--- src/rtl/alu_rr_arbiter.sv ---
// Round-robin arbiter that shares one registered ALU between NUM_REQ requesters.
// Accepted operations run through IDLE -> EXEC -> RESP and return a single tagged response.
module alu_rr_arbiter #(
    parameter int unsigned WIDTH   = 16,
    parameter int unsigned NUM_REQ = 4,
    parameter int unsigned ID_W    = 2
) (
    input  logic                     clk,
    input  logic                     rst,
    input  logic [NUM_REQ-1:0]       req_valid,
    input  logic [NUM_REQ*WIDTH-1:0] req_a,
    input  logic [NUM_REQ*WIDTH-1:0] req_b,
    input  logic [NUM_REQ*4-1:0]     req_op,
    output logic [NUM_REQ-1:0]       req_ready,
    output logic                     rsp_valid,
    input  logic                     rsp_ready,
    output logic [ID_W-1:0]          rsp_id,
    output logic [2*WIDTH-1:0]       rsp_result,
    output logic                     rsp_err,
    output logic                     busy
);

    typedef enum logic [1:0] {
        StIdle = 2'd0,
        StExec = 2'd1,
        StResp = 2'd2
    } state_e;

    state_e               state_q, state_d;
    logic [ID_W-1:0]      last_q, last_d;
    logic [ID_W-1:0]      id_q, id_d;
    logic [WIDTH-1:0]     a_q, a_d;
    logic [WIDTH-1:0]     b_q, b_d;
    logic [3:0]           op_q, op_d;
    logic                 rsp_valid_q, rsp_valid_d;
    logic [ID_W-1:0]      rsp_id_q, rsp_id_d;
    logic [2*WIDTH-1:0]   rsp_result_q, rsp_result_d;
    logic                 rsp_err_q, rsp_err_d;

    logic [NUM_REQ-1:0]   above_last;
    logic [NUM_REQ-1:0]   hi_valid;
    logic [NUM_REQ-1:0]   grant_onehot;
    logic [ID_W-1:0]      hi_idx, lo_idx, grant_idx;
    logic                 grant_found;
    logic                 accept;

    logic [WIDTH-1:0]     a_sel, b_sel;
    logic [3:0]           op_sel;
    logic [2*WIDTH-1:0]   a_ext, b_ext, alu_result;
    logic                 alu_err;

    // Requesters above the last winner get first pick; otherwise wrap to the lowest valid index.
    always_comb begin
        above_last   = '0;
        hi_idx       = '0;
        lo_idx       = '0;
        grant_onehot = '0;
        for (int i = 0; i < int'(NUM_REQ); i++) begin
            above_last[i] = (ID_W'(i) > last_q);
        end
        hi_valid = req_valid & above_last;
        for (int i = int'(NUM_REQ) - 1; i >= 0; i--) begin
            if (hi_valid[i]) hi_idx = ID_W'(i);
            if (req_valid[i]) lo_idx = ID_W'(i);
        end
        grant_found = |req_valid;
        grant_idx   = (|hi_valid) ? hi_idx : lo_idx;
        for (int i = 0; i < int'(NUM_REQ); i++) begin
            grant_onehot[i] = grant_found && (ID_W'(i) == grant_idx);
        end
    end

    assign req_ready = (state_q == StIdle && !rst) ? grant_onehot : '0;
    assign accept    = |(req_valid & req_ready);

    always_comb begin
        a_sel  = '0;
        b_sel  = '0;
        op_sel = '0;
        for (int i = 0; i < int'(NUM_REQ); i++) begin
            if (ID_W'(i) == grant_idx) begin
                a_sel  = req_a[i*WIDTH +: WIDTH];
                b_sel  = req_b[i*WIDTH +: WIDTH];
                op_sel = req_op[i*4 +: 4];
            end
        end
    end

    // Arithmetic runs at 2*WIDTH so carry and borrow land in the upper half.
    always_comb begin
        a_ext      = {{WIDTH{1'b0}}, a_q};
        b_ext      = {{WIDTH{1'b0}}, b_q};
        alu_err    = op_q[3];
        alu_result = '0;
        case (op_q)
            4'd0:    alu_result = a_ext + b_ext;
            4'd1:    alu_result = a_ext - b_ext;
            4'd2:    alu_result = {{WIDTH{1'b0}}, a_q & b_q};
            4'd3:    alu_result = {{WIDTH{1'b0}}, a_q | b_q};
            4'd4:    alu_result = {{WIDTH{1'b0}}, ~(a_q & b_q)};
            4'd5:    alu_result = {{WIDTH{1'b0}}, ~(a_q | b_q)};
            4'd6:    alu_result = {{WIDTH{1'b0}}, a_q ^ b_q};
            4'd7:    alu_result = {{WIDTH{1'b0}}, ~(a_q ^ b_q)};
            default: alu_result = '0;
        endcase
    end

    always_comb begin
        state_d      = state_q;
        last_d       = last_q;
        id_d         = id_q;
        a_d          = a_q;
        b_d          = b_q;
        op_d         = op_q;
        rsp_valid_d  = rsp_valid_q;
        rsp_id_d     = rsp_id_q;
        rsp_result_d = rsp_result_q;
        rsp_err_d    = rsp_err_q;
        unique case (state_q)
            StIdle: begin
                if (accept) begin
                    a_d     = a_sel;
                    b_d     = b_sel;
                    op_d    = op_sel;
                    id_d    = grant_idx;
                    last_d  = grant_idx;
                    state_d = StExec;
                end
            end
            StExec: begin
                rsp_result_d = alu_result;
                rsp_err_d    = alu_err;
                rsp_id_d     = id_q;
                rsp_valid_d  = 1'b1;
                state_d      = StResp;
            end
            StResp: begin
                if (rsp_ready) begin
                    rsp_valid_d = 1'b0;
                    state_d     = StIdle;
                end
            end
            default: state_d = StIdle;
        endcase
    end

    always_ff @(posedge clk) begin
        if (rst) begin
            state_q      <= StIdle;
            last_q       <= ID_W'(NUM_REQ - 1);
            id_q         <= '0;
            a_q          <= '0;
            b_q          <= '0;
            op_q         <= '0;
            rsp_valid_q  <= 1'b0;
            rsp_id_q     <= '0;
            rsp_result_q <= '0;
            rsp_err_q    <= 1'b0;
        end else begin
            state_q      <= state_d;
            last_q       <= last_d;
            id_q         <= id_d;
            a_q          <= a_d;
            b_q          <= b_d;
            op_q         <= op_d;
            rsp_valid_q  <= rsp_valid_d;
            rsp_id_q     <= rsp_id_d;
            rsp_result_q <= rsp_result_d;
            rsp_err_q    <= rsp_err_d;
        end
    end

    assign rsp_valid  = rsp_valid_q;
    assign rsp_id     = rsp_id_q;
    assign rsp_result = rsp_result_q;
    assign rsp_err    = rsp_err_q;
    assign busy       = (state_q != StIdle);

endmodule

--- config.mk ---
export PLATFORM = sky130hd
export DESIGN_NAME = alu_rr_arbiter
export DESIGN_NICKNAME = d
export VERILOG_FILES = /design/src/rtl/alu_rr_arbiter.sv
export SDC_FILE = /design/constraint.sdc
export NUM_CORES = 1
export LEC_CHECK = 0
export BUFFER_PORTS_ARGS = -buffer_cell sky130_fd_sc_hd__buf_2
export CORE_MARGIN = 3
export CORE_UTILIZATION = 30
export CTS_CLUSTER_SIZE = 8
export DETAILED_ROUTE_END_ITERATION = 10
export SYNTH_ARGS = -nofsm -noshare
export SYNTH_HDL_FRONTEND = slang
export SYNTH_SLANG_ARGS = --single-unit
export TNS_END_PERCENT = 20
--- constraint.sdc ---
create_clock -name clk -period 2.6 [get_ports clk]
set_input_delay 0.52 -clock clk [delete_from_list [all_inputs] [get_ports clk]]
set_output_delay 0.52 -clock clk [all_outputs]
set_load 0.01 [all_outputs]
-- After elaboration in Yosys (flattened, before gate mapping)
Cells that the tools add are included.
- logic and storage cells: 83
- output and inout bits: 41
- register bits: 78
- input bits: 151
- $add $sub $neg: 2
- multiplexer cells: 28
- reductions and logical operators: 17
- equal/unequal tests: 14
- bitwise logic cells: 8
- magnitude comparators: 4
- operators with widths (cell ; count):
    32-bit one-hot mux with 8 select lines ; 1
    16-bit two-way mux ; 8
    16-bit inverter ; 3
    2-bit two-way mux ; 11
    4-bit two-way mux ; 5
    16-bit by 16-bit adder with 17-bit output ; 1
    16-bit by 16-bit subtractor with 17-bit output ; 1
    16-bit bitwise AND ; 1
    4-bit by 3-bit == test with 1-bit output, second input constant ; 4
    16-bit bitwise OR ; 1
    16-bit XOR ; 1
    4-bit OR reduction ; 3
    4-bit bitwise AND ; 2
    4-bit by 2-bit == test with 1-bit output, second input constant ; 2
    2-bit one-hot mux with 3 select lines ; 1
    2-bit AND reduction ; 3
    1-bit logical AND ; 5
    2-bit == test, first input constant ; 2
    4-bit by 1-bit == test with 1-bit output, second input constant ; 1
    1-bit by 2-bit greater-than comparator with 1-bit output, first input constant ; 2
    2-bit greater-than comparator, first input constant ; 2
    2-bit logical NOT ; 2
    4-bit logical NOT ; 1
    2-bit != test, second input constant ; 2
    7 further kinds ; 8

-- Depth between registers and ports, before layout
Gate-level depths: netlist (run 1).
- depth after elaboration: 14
- gate-level depth with buffers: 11
- depth with buffers taken out: 11

-- Worst setup path after synthesis (run 1)
Ideal clock, no wire load.
- kind: register to register
- start point: register a_q[9]
- end point: register rsp_result_q[15], in the netlist rsp_result[15]
- clock period less this slack: 2.485 ns
- arrival time: 2.369 ns
- setup time: 0.116 ns
- buffers on the path: 0
- stages on the path, launching flop included: 10
- slack: 0.115 ns
- data required time: 2.484 ns
- cell sequence: dfxtp_1 inv_1 ha_1 or4_4 nor4_4 a211oi_2 a2111oi_4 or4_1 nand3_1 a41o_1
- word-level cells in the longest chain between the ends: 2
- elaborated cells on any way between the ends: 3
- classes of those cells: 2 x add/sub; 1 x mux
- RTL lines (what ; line ; RTL):
    from (decl) ; 32 ; logic [WIDTH-1:0] a_q, a_d;
    from (signal assigned) ; 152 ; a_q <= '0;
    from (signal assigned) ; 163 ; a_q <= a_d;
    16-bit by 16-bit subtractor with 17-bit output or 16-bit by 16-bit adder with 17-bit output (tied branches) ; 97, 96 ;
    32-bit one-hot mux with 8 select lines * ; 95 ; case (op_q)
    to (signal assigned) ; 168 ; rsp_result_q <= rsp_result_d;
    to (decl) ; 37 ; logic [2*WIDTH-1:0] rsp_result_q, rsp_result_d;
Every way passes the cells marked *; elsewhere a longest branch is shown, timed or not.
A chain may end at the register's enable or synchronous reset.

-- Final worst setup path (run 1)
- start point: register b_q[9]
- end point: register rsp_result_q[15], in the netlist rsp_result[15]
- word-level cells in the longest chain between the ends: 2
- elaborated cells on any way between the ends: 3
- classes of those cells: 2 x add/sub; 1 x mux
- RTL lines (what ; line ; RTL):
    from (decl) ; 33 ; logic [WIDTH-1:0] b_q, b_d;
    from (signal assigned) ; 153 ; b_q <= '0;
    from (signal assigned) ; 164 ; b_q <= b_d;
    16-bit by 16-bit subtractor with 17-bit output or 16-bit by 16-bit adder with 17-bit output (tied branches) ; 97, 96 ;
    32-bit one-hot mux with 8 select lines * ; 95 ;
Marked as above.

==> impl_results.md, run 1 <==
* Die W at between 150 and 200 um
* Detail Route Antenna Nets at 0
* Worst EP required at about 2800 ps
* CTS Root Cell: clkbuf_16
* CP arrival at ~2800 ps
* Status: finished clean
* Setup ws final at approximately 59 ps
* F_max at a little under 0.4 GHz
* Number of synthesized flops with an enable pin at 0
* Reg2Reg Depth at 9
* Htree depth at 3
* Main synth FF type: dfxtp_1
* Drt total wl at roughly 25 mm
* First-pass DRT Iterations at 4
* Post-synthesis cell area at between 0.006 and 0.007 mm2
* Share of async-settable or async-resettable flops after synthesis at 0%
* Die height at 152.6 um
* Share of post-route cells with drive strength above 1 at 28.46%
* All-Layer GR Usage at 20.94%
* Ports at roughly 190
* Pins Over Slew Limit at 0
* Distinct cell type count after synthesis at 74
* Clk Latency, worst-skew pair at 340 ps
* Vias in the first global route at 7309
* Area of placed instances at approximately 0.008 mm2
* Hold depth at 2
* Largest net degree at the start of global routing at 52
* Type of the worst min-delay path: reg -> reg
* Cts bufs inserted at 9
* Flop2flop setup slack at between 50 and 60 ps
* Die area at 0.02328 mm2
* Hold endpoint: rsp_id[1]
* Crit Path Class: reg -> reg
* Commonest cells after routing, fill and taps aside: buf_2 (191), nand2_1 (173), a21oi_1 (77), nand3_1 (75), buf_4 (74)
* Initial drt markers at 479
* CTS tree: built
* Clock-pin slew on the worst setup and hold paths at 60 ps
* Crit end category: flip-flop
* Drt wl/cell at ~18 um
* Most common cell after layout, fill and taps aside: buf_2
* Slew headroom at 14.56%
* Fin crit period at 2541 ps
* Post-synth net total at around 1200
* Setup tns final at 0 ps
* CTS max path bufs at 2
* FP Rows at between 50 and 60
* Starting Density at between 30% and 40%
* Maxcap violations at 0
* PwrDens at 606.7 mW/mm2
* Final period util at a little under 100%
* R2R Path Start: b_q[9]
* Tightest Pin Transition at 1271 ps
* Via-to-Cell Ratio at roughly 5.3
* I/O Buffers at about 190
* Reg2reg end: rsp_result[15]
* Pleak at ~3.9 nW
* Antenna violations before repair at 0
* GPL Wtd Cong at 1.021
* First-pass GRT wire length at 39.92 mm
* Syn Inst Count at ~940
* Hold path startpoint: rsp_id[1]
* Grt ovf at 0
* Pre-CTS WS at 69.51 ps
* Drc violations at 0
* # hold bufs at CTS at 0
* Syn Area/Cell at roughly 6.8 um2
* Sink Count at 64
* Crit start category: flip-flop
* Final #Nets at between 1000 and 1500
* IR drop worst, VDD at 303.5 uV
* Sequential cell area fraction in the yosys report at ~20%
* Final setup vio count at 0
* Final Hold Viols at 0
* Antenna diodes at 0
* YS warnings at 0
* Core ar. at 0.02069 mm2
* Total number of vias at between 7000 and 8000
* Final clock skew at 2.804 ps
* Fillers at between 2000 and 2500
* Worst-path maximum fanout at 3
* Final HPWL DP at about 20 mm
* Unrepaired setup endpoints after global routing: true
* WHS at about 460 ps
* Core Util, Final at 40.67%
* Layout area overhead at 30.53%
* Final instance area at roughly 0.0084 mm2
* Post-synthesis register bit count at between 60 and 70
-- power breakdown --
| part | internal, mW | switching [mW] | total, mW |
|---|---|---|---|
| Combinational | 1.12 | 1.54 | 2.65 |
| Sequential | 1.10 | 0.110 | 1.21 |
| Clock | 0.767 | 0.479 | 1.25 |
-- sequential cells by signal, summed over array words and instances, names as in the netlist --
register    cells
state_q         2
rsp_err         1
last_q          2
b_q            16
id_q            2
a_q            16
rsp_valid       1
rsp_result     18
op_q            4
rsp_id          2
-- cells in the mapped netlist, types with 11 or more instances --
cell      number  area [um2]
nor3_1        19       95.09
o31ai_1       11       82.58
a31oi_1       11       68.82
nand2_1      173       649.4
a21oi_1       80       400.4
mux2i_1       22       220.2
nor2b_1       15       93.84
inv_1         44       165.2
nor2_1        57       214.0
nand3_1       75       375.4
clkbuf_1      56       210.2
o21ai_1       15       75.07
a21o_1        11       82.58
ha_1          56       700.7
dfxtp_1       64        1281
o22ai_1       24       150.1
o21ai_0       32       160.2
buf_4         14       105.1
nand2b_1      13       81.33
-- cells by family after synthesis --
kind of cell / after synthesis / synth area share, %
muxes: 22 / 3.416
buffers and inverters: 131 / 8.696
AOI/OAI and AO/OA: 260 / 26.22
and+or+nand+nor: 393 / 28.40
adders and majority gates: 58 / 11.49
xor gates and xnor gates: 14 / 1.902
DFF: 64 / 19.88
-- what timing repair did --
action | in CTS | in global routing
resized for setup | 0 | 25
buffers inserted | 0 | 2
endpoints found under the setup margin | 0 | 9
-- metal layers --
layer	routed length [um]	track usage [%]
met4	400	4.582
met3	1717	3.777
met5	0	0
met1	11460	28.28
met2	11790	35.01
-- worst max-delay path, cell delays in order, from the launching register on --
cell and delay [ps]:
dfxtp_2 330, inv_2 50, ha_4 240, or4_4 570
nor4_4 300, o21ai_2 140, a2111oi_4 380, or4_1 160
nand3_1 70, a41o_1 200
-- final cells by class --
cell class	count	area (um2)	share of cell area, %
Multi-Input combinational cell	747	4723	56.13
Clock buffer	11	242.7	2.885
Sequential cell	64	1290	15.33
Timing Repair Buffer	269	1592	18.91
Tap cell	270	337.8	4.015
Clock inverter	5	56.30	0.6691
Inverter	46	172.7	2.052
-- how the worst max path moves through the flow --
stage	endpoint	depth (start not counted)	from	slack (ps)
finish	rsp_result[15]	9	b_q[9]	60
global route	rsp_result[15]	9	b_q[10]	-40
CTS	rsp_result[15]	9	b_q[8]	40
detailed placement	rsp_result[11]	10	a_q[1]	70
global placement	rsp_result[11]	10	a_q[1]	8
floorplan	rsp_result[15]	9	a_q[9]	120
-- stage by stage --
stage	total power, mW	cells
final	5.105	1412
after global routing	5.434	1412
after CTS	5.023	1410
after detailed placement	3.765	1394
after global placement	3.766	1394
after floorplan	2.831	942
Power figures use the tool's default switching activity.
==> run 2, diff against run 1 <==
GPL_ROUTABILITY_DRIVEN = 1   (was unset)
RECOVER_POWER = 50   (was unset)
==> impl_results.md, run 2 (same netlist as run 1, synthesis figures left out) <==
* Status: finished clean
* # hold bufs at CTS at 0
* Starting Density at between 30% and 40%
* First-pass DRT Iterations at 5
* Ports at roughly 190
* Max reg flops at 18
* Fin cells at roughly 1400
* Reg2Reg Depth at 9
* I/O Buffers at about 190
* Final Hold Viols at 0
* CP cell instances: inv_2 -> ha_4 -> or4_4 -> nor4_4 -> o21ai_2 -> a2111oi_4 -> or4_1 -> nand3_1 -> a41o_1
* Layout area overhead at 29.72%
* Htree depth at 3
* PwrDens at around 600 mW/mm2
* Hold path startpoint: id_q[1]
* Slowest stage cell, crit path: or4_4
* Antenna violations before repair at 0
* Cts bufs inserted at 9
* Via-to-Cell Ratio at roughly 5.4
* CP top delay family: simple AND/OR/NAND/NOR gates
* IR drop worst, VDD at between 300 and 400 uV
* Fillers at 2296
* F_max at 0.3926 GHz
* Detail Route Antenna Nets at 0
* CP arrival at ~2800 ps
* Dpl cells at approximately 1400
* Vias in the first global route at 7309
* R2R Path Start: b_q[9]
* Drt wl/cell at about 18 um
* Final setup vio count at 0
* Slew headroom at 12.20%
* Tot Pwr at 5.094 mW
* Die W at 152.6 um
* Clock-pin slew on the worst setup and hold paths at around 60 ps
* Flop2flop setup slack at approximately 53 ps
* Hold endpoint: rsp_id[1]
* Reg2reg end: rsp_result[15]
* Pleak at 3.715 nW
* Commonest cells after routing, fill and taps aside: nand2_1 (173), buf_2 (154), a21oi_1 (77), nand3_1 (75), buf_4 (72)
* All-Layer GR Usage at 20.94%
* Final instance area at approximately 0.0084 mm2
* WP buf/inv at 1
* Final period util at 97.97%
* Gr busiest metal: met2
* Critical path's largest stage delay at between 500 and 600 ps
* Final #Nets at about 1300
* Tightest Pin Transition at approximately 1300 ps
* Largest net degree at the start of global routing at 52
* Area of placed instances at around 0.0080 mm2
* Crit Path Class: reg -> reg
* Clk Latency, worst-skew pair at ~340 ps
* Drt total wl at between 20 and 30 mm
* Grt ovf at 0
* Setup tns final at 0 ps
* Unrepaired setup endpoints after global routing: true
* Core ar. at 0.02069 mm2
* CTS Root Cell: clkbuf_16
* First-pass GRT wire length at between 30 and 40 mm
* Maxcap violations at 0
* Sink Count at between 60 and 70
* GPL Wtd Cong at 1.021
* CTS tree: built
* Worst EP required at 2830 ps
* Met2 usage at 35.01%
* Fin crit period at approximately 2500 ps
* Drc violations at 0
* FP Rows at 52
* Final clock skew at between 3 and 4 ps
* Met1 Usage GRT at 28.28%
* Worst-path maximum fanout at 3
* Crit start category: flip-flop
* Antenna diodes at 0
* Hold depth at 2
* GR met3 Demand/Resource at 3.777%
* Initial drt markers at approximately 550
* Type of the worst min-delay path: reg -> reg
* Pins Over Slew Limit at 0
* Crit end category: flip-flop
* Share of post-route cells with drive strength above 1 at about a quarter
* Die height at 152.6 um
* Total number of vias at about 7600
* Die area at about 0.023 mm2
* CTS max path bufs at 2
* Most common cell after layout, fill and taps aside: nand2_1
* Final HPWL DP at approximately 20 mm
## run 2: how the worst max path moves through the flow
stage | from | to | slack [ps] | cells after the start
final | b_q[9] | rsp_result[15] | 50 | 9
after global routing | b_q[10] | rsp_result[15] | -40 | 9
after global placement | a_q[1] | rsp_result[11] | 8 | 10
after floorplan | a_q[9] | rsp_result[15] | 120 | 9
after detailed placement | a_q[1] | rsp_result[11] | 70 | 10
after CTS | b_q[8] | rsp_result[15] | 40 | 9
## run 2: timing repair
action | CTS | global route
setup buffers | 0 | 2
endpoints found under the setup margin | 0 | 9
gates resized for setup | 0 | 25
## run 2: area by class of cell
type | count | area [um2] | area share, %
repair buffers | 269 | 1539 | 18.40
inverters | 46 | 172.7 | 2.065
well taps | 270 | 337.8 | 4.040
flip-flops and latches | 64 | 1290 | 15.43
clock buffers | 11 | 242.7 | 2.903
multi-input cells | 747 | 4723 | 56.49
clock inverters | 5 | 56.30 | 0.6734
## run 2: per-layer routing
| metal | share of wire [%] | vias to the layer above |
|---|---|---|
| li1 | - | 3711 |
| met1 | 45 | 3496 |
| met2 | 46 | 327 |
| met3 | 7.1 | 27 |
| met4 | 1.5 | 0 |
| met5 | 0 | - |
## run 2: power breakdown
| group | switching, mW | internal (mW) |
|---|---|---|
| Combinational | 1.54 | 1.10 |
| Clock | 0.480 | 0.767 |
| Sequential | 0.111 | 1.10 |
## run 2: worst register-to-register path: stages, from the launching register on
cell and delay (ps):
dfxtp_2 330, inv_2 50, ha_4 240, or4_4 570
nor4_4 300, o21ai_2 140, a2111oi_4 380, or4_1 160
nand3_1 70, a41o_1 200
## run 2: per-stage QoR
step	util (%)	worst slack, ps	hold WS, ps
3_5_place_dp	38.69	69.51	450.2
4_1_cts	40.14	39.23	458.8
5_1_grt	40.41	-42.39	467.7
3_3_place_gp	38.69	8.476	447.4
6_report	40.41	52.89	454.8
2_1_floorplan	-	115.0	432.3
==> run 3, diff against run 2 <==
MAX_ROUTING_LAYER = met4   (was unset)
==> impl_results.md, run 3 (same netlist as run 1, synthesis figures left out) <==
* CTS Root Cell: clkbuf_16
* Ports at roughly 190
* Total number of vias at 7518
* Grt ovf at 0
* Crit end category: flip-flop
* Crit Path Class: reg -> reg
* Max reg flops at 18
* CP arrival at approximately 2800 ps
* Clock-pin slew on the worst setup and hold paths at 60 ps
* Cts bufs inserted at 9
* Htree depth at 3
* Drt wl/cell at 18.23 um
* I/O Buffers at around 190
* Dpl cells at about 1400
* First-pass GRT wire length at roughly 40 mm
* Layout area overhead at 30.12%
* Reg2reg end: rsp_result[15]
* Core Util, Final at about two fifths
* Initial drt markers at approximately 540
* F_max at a little under 0.4 GHz
* Drc violations at 0
* PwrDens at roughly 600 mW/mm2
* Vias in the first global route at 7303
* Starting Density at 31.16%
* Status: finished clean
* Core ar. at 0.02069 mm2
* Critical path's largest stage delay at about 390 ps
* First-pass DRT Iterations at 4
* Sink Count at 64
* Register area at ~0.0013 mm2
* Die W at between 150 and 200 um
* Drt total wl at approximately 26 mm
* Slew headroom at 51.50%
* IR drop worst, VDD at 262.9 uV
* Area of placed instances at around 0.0081 mm2
* CTS tree: built
* Clk Latency, worst-skew pair at roughly 350 ps
* Fin cells at 1423
* Worst EP required at ~2800 ps
* Unrepaired setup endpoints after global routing: true
* Final period util at 98.71%
* FP Rows at 52
* Crit path capture: rsp_result[15]
* Type of the worst min-delay path: in -> reg
* Final clock skew at a little over 8 ps
* Reg2Reg Depth at 10
* CP cell instances: inv_1 -> ha_1 -> nor3b_2 -> buf_4 -> nor4_4 -> o21ai_1 -> a2111oi_4 -> or4_1 -> nand3_1 -> a41o_1
* Final Hold Viols at 0
* Crit path depth at 10
* Share of post-route cells with drive strength above 1 at 24.91%
* Final instance area at 0.008388 mm2
* Die area at 0.02328 mm2
* Worst-path maximum fanout at 6
* Die height at ~150 um
* CTS max path bufs at 2
* Pleak at between 3 and 4 nW
* Final #Nets at ~1400
* Largest net degree at the start of global routing at 44
* Detail Route Antenna Nets at 0
* Antenna violations before repair at 1
* Slowest stage cell, crit path: dfxtp_1
* Commonest cells after routing, fill and taps aside: nand2_1 (173), buf_2 (155), buf_4 (82), a21oi_1 (79), nand3_1 (75)
* All-Layer GR Usage at 22.14%
* Pins Over Slew Limit at 0
* R2R Path Start: a_q[5]
* Fillers at between 2000 and 2500
* GPL Wtd Cong at ~1.0
* # hold bufs at CTS at 0
* Final HPWL DP at 20.76 mm
* Maxcap violations at 0
* Flop2flop setup slack at about 34 ps
* Multi-input gate area at ~0.0047 mm2
* Fin crit period at roughly 2600 ps
* Most common cell after layout, fill and taps aside: nand2_1
* Tightest Pin Transition at around 730 ps
* Crit start category: flip-flop
* Worst Setup SP: a_q[5]
* CP top delay family: compound AO/OA/AOI/OAI gates
* Via-to-Cell Ratio at about 5.3
* WP buf/inv at 2
* Final setup vio count at 0
==> run 3: cell types whose count changed in the layout (fill, tap and decap cells not counted), sizes merged <==
cell	previous run	this run
clkinv	3	2
diode	0	1
bufinv	1	0
clkbuf	50	48
inv	46	47
clkinvlp	1	3
buf	230	241
==> run 3: final cells by class <==
cell class	instances	area share [%]
clock buffers	10	2.730
diodes	1	0.02983
repair buffers	279	19.24
inverters	46	2.058
multi-input cells	747	56.09
well taps	270	4.027
flip-flops and latches	64	15.29
clock inverters	6	0.5370
==> run 3: metrics by stage <==
step | setup slack [ps] | power, mW | setup TNS (ps) | hold WS [ps]
finish | 33.66 | 5.063 | 0 | 447.4
global route | -55.11 | 5.379 | -60.09 | 469.5
CTS | 0.5109 | 5.012 | 0 | 439.0
detailed placement | 18.15 | 3.838 | 0 | 448.9
global placement | 16.87 | 3.831 | 0 | 441.1
floorplan | 115.0 | 2.831 | 0 | 432.3
==> run 3: how the worst min path moves through the flow <==
stage               startpoint          to  slack, ps  cells after the start
floorplan              id_q[0]   rsp_id[0]        430                      2
global placement       id_q[1]   rsp_id[1]        440                      2
detailed placement   rsp_id[0]   rsp_id[0]        450                      2
CTS                  rsp_ready  state_q[1]        440                      3
global route         rsp_id[0]   rsp_id[0]        470                      2
finish               rsp_ready  state_q[1]        450                      3
==> run 3: tightest hold or removal path: cells and delay by family <==
family / cells / cell delay [ps]
buffers and inverters: 1 / 80
AOI/OAI and AO/OA: 1 / 50
and+or+nand+nor: 1 / 100
==> run 3: timing repair <==
| action | CTS | global route |
|---|---|---|
| endpoints found under the hold margin | 0 | 0 |
| resized for setup | 0 | 15 |
| setup endpoints to repair | 0 | 11 |
| buffers inserted | 0 | 1 |
==> run 3: layer usage <==
metal / up-vias / routed length [um] / GRT usage [%]
li1: 3732 / - / -
met1: 3447 / 11930 / 29.56
met2: 298 / 11720 / 34.42
met3: 41 / 1565 / 3.351
met4: 0 / 723 / 7.297
met5: - / 0 / -
==> run 3: power breakdown <==
group	leakage, nW	internal (mW)	switching [mW]	total [mW]
Combinational	3.10	1.12	1.56	2.68
Sequential	0.525	1.09	0.116	1.21
Clock	0.125	0.649	0.526	1.18
Total	3.75	2.87	2.20	5.06
